## src/rtl/uart_rx_fifo.sv

```systemverilog
// UART receive FIFO.
// Bytes are captured on the rising edge of rx_done. They are stored in a
// DEPTH-entry circular buffer and popped on the APB read path.
// Sticky overrun and frame_err flags, together with the level threshold,
// drive the rx_irq output.
//
// Read handshake: rd_en is a request with no backpressure. Each cycle that
// rd_en is high and the FIFO is not empty pops exactly one byte. rd_data is
// updated on the following edge, and rd_valid is high for exactly that one
// cycle. A request made while the FIFO is empty is ignored: rd_data holds its
// value and rd_valid stays low.
module uart_rx_fifo #(
  parameter int DEPTH  = 8,
  parameter int THRESH = 4
) (
  input  logic                       clk,
  input  logic                       arst_n,
  input  logic                       rst,
  input  logic                       rx_done,
  input  logic                       rx_err,
  input  logic [7:0]                 rx_data,
  input  logic                       rd_en,
  input  logic                       clr_flags,
  output logic [7:0]                 rd_data,
  output logic                       rd_valid,
  output logic                       empty,
  output logic                       full,
  output logic [$clog2(DEPTH):0]     level,
  output logic                       overrun,
  output logic                       frame_err,
  output logic                       rx_irq
);

  localparam int AW = $clog2(DEPTH);
  localparam int LW = AW + 1;

  logic [7:0]    mem [DEPTH];
  logic [AW-1:0] wr_ptr;
  logic [AW-1:0] rd_ptr;
  logic          done_q;

  logic wr_ev;
  logic pop;
  logic push_ok;
  logic set_ovr;
  logic set_ferr;

  // Decode one write event per rx_done rising edge. A pop alongside a full
  // FIFO frees a slot in the same cycle, so the write is accepted and no
  // overrun is flagged.
  always_comb begin
    wr_ev    = rx_done & ~done_q;
    pop      = rd_en & ~empty;
    push_ok  = wr_ev & ~rx_err & (~full | pop);
    set_ovr  = wr_ev & ~rx_err & full & ~pop;
    set_ferr = wr_ev & rx_err;
  end

  // Status is derived from level rather than from pointer comparison. The
  // interrupt is a combinational function of level and the registered flags.
  always_comb begin
    empty  = (level == '0);
    full   = (level == LW'(DEPTH));
    rx_irq = (level >= LW'(THRESH)) | overrun | frame_err;
  end

  // Storage array: written only on an accepted push. It has no reset;
  // stale contents are unreachable once level is cleared.
  always_ff @(posedge clk) begin
    if (!rst && push_ok) begin
      mem[wr_ptr] <= rx_data;
    end
  end

  // rx_done edge detector. It keeps tracking during rst so that a done held
  // across a flush does not produce a second push.
  always_ff @(posedge clk or negedge arst_n) begin
    if (!arst_n) begin
      done_q <= 1'b0;
    end else begin
      done_q <= rx_done;
    end
  end

  // Pointers, level and read port. rst flushes the FIFO and overrides any
  // push or pop in the same cycle; rd_data keeps its last value.
  always_ff @(posedge clk or negedge arst_n) begin
    if (!arst_n) begin
      wr_ptr   <= '0;
      rd_ptr   <= '0;
      level    <= '0;
      rd_data  <= 8'h00;
      rd_valid <= 1'b0;
    end else if (rst) begin
      wr_ptr   <= '0;
      rd_ptr   <= '0;
      level    <= '0;
      rd_valid <= 1'b0;
    end else begin
      rd_valid <= pop;
      if (push_ok) begin
        wr_ptr <= wr_ptr + AW'(1);
      end
      if (pop) begin
        rd_data <= mem[rd_ptr];
        rd_ptr  <= rd_ptr + AW'(1);
      end
      if (push_ok && !pop) begin
        level <= level + LW'(1);
      end else if (pop && !push_ok) begin
        level <= level - LW'(1);
      end
    end
  end

  // Sticky error flags. A set event in the same cycle as clr_flags takes
  // priority, so the flag stays 1.
  always_ff @(posedge clk or negedge arst_n) begin
    if (!arst_n) begin
      overrun   <= 1'b0;
      frame_err <= 1'b0;
    end else if (rst) begin
      overrun   <= 1'b0;
      frame_err <= 1'b0;
    end else begin
      if (set_ovr) begin
        overrun <= 1'b1;
      end else if (clr_flags) begin
        overrun <= 1'b0;
      end
      if (set_ferr) begin
        frame_err <= 1'b1;
      end else if (clr_flags) begin
        frame_err <= 1'b0;
      end
    end
  end

endmodule

```

## config.mk

```make
export PLATFORM = sky130hd
export DESIGN_NAME = uart_rx_fifo
export DESIGN_NICKNAME = d
export VERILOG_FILES = /design/src/rtl/uart_rx_fifo.sv
export SDC_FILE = /design/constraint.sdc
export NUM_CORES = 1
export LEC_CHECK = 0
export ABC_AREA = 1
export BUFFER_PORTS_ARGS = -buffer_cell sky130_fd_sc_hd__buf_4
export CAP_MARGIN = 20
export CORE_AREA = 4 4 92 94
export DETAILED_ROUTE_END_ITERATION = 7
export DIE_AREA = 0 0 96 98
export PLACE_DENSITY = 0.74
export SLEW_MARGIN = 20
export SYNTH_ARGS = -nofsm -noshare
export SYNTH_HDL_FRONTEND = slang
export SYNTH_SLANG_ARGS = --single-unit
```

## constraint.sdc

```tcl
create_clock -name clk -period 1.8 [get_ports clk]
set_input_delay 0.36 -clock clk [delete_from_list [all_inputs] [get_ports clk]]
set_output_delay 0.36 -clock clk [all_outputs]
set_load 0.03 [all_outputs]
```

==> run summary, run 1 <==
via count -> 2559
register area share after synthesis -> 66.4%
type of the worst setup path -> reg2reg
CTS root buf -> clkbuf_8
pwr/cell area -> 1400 mW/mm²
Synth Instances -> 318
total negative slack -> 0 ps
design area -> 0.00450 mm²
top cell type by total area after synthesis -> edfxtp_1
post-synthesis mux area share -> 0%
Worst-Skew Late Latency -> 360 ps
Post-Synth Simple-Gate Area -> 18.7%
largest cells by area after synthesis -> edfxtp_1 (52%), dfrtp_1 (15%), nor2_1 (5.3%)
main combinational cell family by area after synthesis -> simple AND/OR/NAND/NOR gates
antenna viol nets, final -> 0
Max clock buf depth -> 2
R2R depth -> 9
die area -> 0.00941 mm²
Die X -> 96 µm
initial antenna violation count -> 0
Die Ht -> 98 µm
n_diodes -> 0
clk sink count -> 86
vias in the first global route -> 2433
post-synth top area share -> 51.6%
critical path capture point type -> flip-flop
mapped cell area -> 0.00372 mm²
first-pass GRT wire length -> 12000 µm
WL final -> 7710 µm
Distinct cells, synth -> 31
nets -> 396
Synth Area in XOR/XNOR -> 0.470%
FMAX -> 560 MHz
# fillers -> 600
unrepaired setup endpoints after global routing -> true
Pre-antenna DRT Iters -> 4
vias per cell -> 5.30
Finish-stage setup viols -> 0
Worst Max-Slew Pin Slew -> 368 ps
Initial Util -> 48.7%
H-tree lvl count -> 3
TritonCTS clock tree -> built
Post-Synth Adder-Cell Area -> 1.88%
Placed Cells -> 458
layout cells sized above 1 -> 28.6%
Mapped Nets -> 338
area of the core -> 0.00765 mm²
worst-case clock skew -> 11.5 ps
I/O Pins -> 33
grt total ovfl -> 0
Slew HR -> 75.4%
crit-path max FO -> 4
Clock transition at path regs -> 90 ps
drt first-iter violations -> 136
Reg-to-Reg Start -> level[0]
crit path capture -> level[1]
Worst EP required -> 2050 ps
PnR Total Power -> 6300 µW
detailed placement HPWL -> 4980 µm
wire per inst -> 16.0 µm
Num CTS Buffers -> 9
max-capacitance violation count -> 0
R2R setup slack -> 10 ps
Final Slew Violations -> 0
Area Overhead vs Synth -> 20.8%
worst hold path class -> in2reg
fin crit period -> 1790 ps
Crit Reg-Reg Endpoint -> level[1]
Pleak -> 0.00177 µW
syn avg cell area -> 11.7 µm²
site row count -> 32
port bufs -> 32
Seq cells post-synth -> 86
Worst EP arrival -> 2040 ps
Placed Area -> 0.00420 mm²
number of remaining DRC errors -> 0
Worst setup SP type -> flip-flop
synth warn -> 0
fin crit share -> 99.2%
GP Congestion -> 0.817
largest net degree at the start of global routing -> 35
Peak VDD IR -> 0.554 mV
Post-Layout Cell Count -> 483
Setup crit start -> level[0]
Synth Area in Compound Gates -> 9.11%
total track usage -> 17.2%
final count of hold timing violations -> 0
outcome -> completed
-- Yosys cell counts --
library cell and n:
nand2_2 2, buf_6 1, ha_1 4, clkinv_1 1, nand3b_1 1, inv_2 6, o211ai_1 16, nor3_2 4
nor2_8 1, nor2_2 2, nand2_8 1, nor2_4 4, a21oi_1 4, nand3_2 2, o31ai_1 1, nand2_1 47
nand2_4 2, inv_1 9, o21ai_0 19, nor2_1 53, buf_2 10, nand4_1 4, fa_1 1, o21ai_1 16
edfxtp_1 64, nand3_4 1, xnor2_1 2, clkbuf_2 1, a21oi_4 1, nand3_1 16, dfrtp_1 22
-- per-stage QoR --
| step | util (%) | setup slack, ps | hold slack (ps) |
|---|---|---|---|
| 2_1_floorplan | - | -20.9 | 64.4 |
| 3_3_place_gp | 54.9 | 84.8 | 265 |
| 3_5_place_dp | 54.9 | 10.1 | 267 |
| 4_1_cts | 57.9 | 8.59 | 112 |
| 5_1_grt | 58.8 | -107 | 115 |
| 6_report | 58.8 | 14.3 | 127 |
-- state kept, by name (all words and copies together) (netlist names) --
| signal | count |
|---|---|
| rd_ptr | 3 |
| done_q | 1 |
| rd_valid | 1 |
| rd_data | 8 |
| overrun | 1 |
| level | 4 |
| mem | 64 |
| wr_ptr | 3 |
| frame_err | 1 |
-- worst max-delay path, stage by stage (launching register included) --
cell     delay (ps)
dfrtp_2         430
nor2_4          170
buf_4           140
nand3_2          90
nand2_4         120
nor2_4           50
fa_2            520
inv_1            40
nand2_1          60
nand2_1          40
-- how the worst min path moves through the flow --
stage,from,endpoint,depth (start not counted)
2_1_floorplan,arst_n,done_q,0
3_5_place_dp,arst_n,level[3],1
6_report,rx_done,done_q,1
4_1_cts,rx_done,done_q,1
3_3_place_gp,arst_n,overrun,1
5_1_grt,rx_done,done_q,1
-- power breakdown --
group          internal (µW)  total, µW  switching [µW]
sequential              2290       2410             121
clock                    663       1390             727
combinational            954       2490            1540
-- logic make-up (layout without fill, tap and decap cells) --
group	after synthesis	count (layout)
compound gates	57	57
xor+xnor	2	2
fa+ha+maj	5	5
buf+inv	28	91
flops	86	86
simple gates	140	140
-- routing by layer --
metal  vias to the layer above  routed length [µm]  track usage, %
met5                         -                   0               0
met4                         0                 139            7.11
met3                        14                 392            3.70
met2                        70                3880            28.1
met1                      1246                3300            21.9
li1                       1229                   -               -
-- final cells by class --
| class | instances | area [µm²] | share of cell area [%] |
|---|---|---|---|
| repair buffers | 59 | 458 | 10.2 |
| multi-input cells | 204 | 1170 | 26.0 |
| inverters | 16 | 60.1 | 1.34 |
| flip-flops and latches | 86 | 2480 | 55.1 |
| well taps | 102 | 128 | 2.84 |
| clock inverters | 7 | 81.3 | 1.81 |
| clock buffers | 9 | 124 | 2.75 |
-- timing repair --
item / in CTS / in global routing
endpoints found under the hold margin: 22 / 0
hold buffers: 1 / 0
gates resized for setup: 0 / 5
setup endpoints to repair: 1 / 3
pin swaps: 1 / 6
buffers inserted: 2 / 6
-- layout by cell type, fill, tap and decap left out, types with 4 or more instances in the layout --
cell | netlist | routed
edfxtp_1 | 64 | 64
buf_4 | 0 | 57
nor2_1 | 53 | 53
nand2_1 | 47 | 46
o21ai_0 | 19 | 19
dfrtp_1 | 22 | 18
o21ai_1 | 16 | 16
o211ai_1 | 16 | 16
nand3_1 | 16 | 15
inv_1 | 9 | 9
clkbuf_8 | 0 | 9
nor2_4 | 4 | 6
inv_2 | 6 | 6
nor3_2 | 4 | 4
nand4_1 | 4 | 4
dfrtp_2 | 0 | 4
Power figures use the tool's default switching activity.
==> run 2, diff against run 1 <==
Settings changed: CORE_AREA 4 4 92 94 to 4 4 89 91, DIE_AREA 0 0 96 98 to 0 0 93 95, PLACE_DENSITY 0.74 to 0.78.
==> run summary, run 2 (synthesized netlist as in run 1, its figures left out) <==
outcome -> completed
initial antenna violation count -> 0
Largest register FFs -> 64
final worst-path setup slack -> 12.8 ps
critical-path cell list -> nor2_4, nand2_4, nand2_8, nand3_4, ha_4, a21oi_4, nand2_2, nand2_1, nand2_1, nand2_1, nand2_1, nand2_1, nand2_1
CP peak stage delay -> 440 ps
Worst EP arrival -> 2020 ps
GP Congestion -> 0.849
top flop regs -> mem: 64 flops, rd_data: 8 flops, level: 4 flops
Worst Max-Slew Pin Slew -> 345 ps
grt total ovfl -> 0
Finish-stage setup viols -> 0
# fillers -> 581
antenna viol nets, final -> 0
CP max-delay cell -> dfrtp_2
crit-path max FO -> 5
Pre-antenna DRT Iters -> 4
TritonCTS clock tree -> built
n_diodes -> 0
Die Ht -> 95 µm
Worst setup SP type -> flip-flop
Worst EP required -> 2040 ps
unrepaired setup endpoints after global routing -> true
number of remaining DRC errors -> 0
type of the worst setup path -> reg2reg
nets -> 396
Max clock buf depth -> 2
Placed Area -> 0.00421 mm²
drt first-iter violations -> 205
FMAX -> 560 MHz
Pleak -> 0.00175 µW
max-capacitance violation count -> 0
layout cells sized above 1 -> 28.9%
CTS root buf -> clkbuf_8
vias per cell -> 5.27
WL final -> 7510 µm
Clock transition at path regs -> 90 ps
most frequent cells in the layout -> edfxtp_1 (64), buf_4 (58), nor2_1 (53)
clk sink count -> 86
Die X -> 93 µm
wire per inst -> 15.6 µm
area of the core -> 0.00714 mm²
worst hold path class -> in2reg
most frequent CP cell -> nand2_1
Area Overhead vs Synth -> 19.8%
I/O Pins -> 33
Post-Place Worst Slack -> 10.2 ps
design area -> 0.00446 mm²
Initial Util -> 52.2%
hold wc startpoint -> rx_done
hold path endpoint -> done_q
Placed Cells -> 459
final count of hold timing violations -> 0
Peak VDD IR -> 0.542 mV
fin crit period -> 1790 ps
via count -> 2530
Largest Register -> mem
vias in the first global route -> 2491
die area -> 0.00884 mm²
first-pass GRT wire length -> 12300 µm
port bufs -> 32
Post-Layout Cell Count -> 480
worst-case clock skew -> 6.92 ps
Slew HR -> 77.0%
H-tree lvl count -> 3
site row count -> 31
critical path capture point type -> flip-flop
largest net degree at the start of global routing -> 35
Crit Reg-Reg Endpoint -> level[3]
total negative slack -> 0 ps
R2R depth -> 13
fin crit share -> 99.3%
Reg-to-Reg Start -> level[1]
Worst-Skew Late Latency -> 340 ps
PnR Total Power -> 6080 µW
Num CTS Buffers -> 9
commonest non-fill, non-tap cell in the layout -> edfxtp_1
total track usage -> 18.4%
Final Slew Violations -> 0
detailed placement HPWL -> 5060 µm
R2R setup slack -> 10 ps
hold depth -> 1
pwr/cell area -> 1360 mW/mm²
-- run 2: worst max-delay path by stage --
stage,from,to,slack [ps],cells past startpoint
floorplan,level[1],level[3],-20,13
global placement,level[3],level[3],80,13
detailed placement,level[1],level[3],10,13
CTS,level[2],level[3],4,13
global route,level[2],level[3],-120,13
finish,level[1],level[3],10,13
-- run 2: area by class of cell --
| cell class | instances | area (µm²) | area share (%) |
|---|---|---|---|
| tap | 99 | 124 | 2.78 |
| timing repair buffer | 59 | 445 | 9.99 |
| multi-input combinational | 204 | 1160 | 26.1 |
| clock inverter | 6 | 52.6 | 1.18 |
| sequential | 86 | 2480 | 55.5 |
| clock buffer | 10 | 138 | 3.09 |
| inverter | 16 | 60.1 | 1.35 |
-- run 2: report_power, final --
part,internal [µW],switching (µW)
registers,2290,116
clock network,561,711
logic,889,1510
total,3740,2340
-- run 2: stage by stage --
| stage | hold slack (ps) | utilization (%) |
|---|---|---|
| after floorplan | 64.4 | - |
| after global placement | 262 | 59.0 |
| after detailed placement | 266 | 59.0 |
| after CTS | 130 | 61.9 |
| after global routing | 133 | 62.5 |
| final | 149 | 62.5 |
-- run 2: worst max-delay path: cells and delay by family, from the launching register on --
| kind | cells | cell delay (ps) |
|---|---|---|
| flip-flops | 1 | 440 |
| AND/OR/NAND/NOR | 11 | 840 |
| adder cells (fa/ha/maj) | 1 | 270 |
| AO/OA/AOI/OAI | 1 | 160 |
-- run 2: metal layers --
| metal | up-vias | share of wire [%] | wire [µm] | track usage (%) |
|---|---|---|---|---|
| li1 | 1233 | - | - | - |
| met2 | 83 | 51 | 3830 | 31.4 |
| met5 | - | 0 | 0 | 0 |
| met3 | 11 | 5.8 | 432 | 4.46 |
| met1 | 1203 | 42 | 3120 | 23.1 |
| met4 | 0 | 1.6 | 118 | 6.59 |
-- run 2: repair_timing --
action                                  4_1_cts  5_1_grt
hold buffers                                  1        0
setup buffers                                 1        3
resized for setup                             0        5
pin swaps                                     1        8
hold endpoints to repair                     22        0
endpoints found under the setup margin        1        2
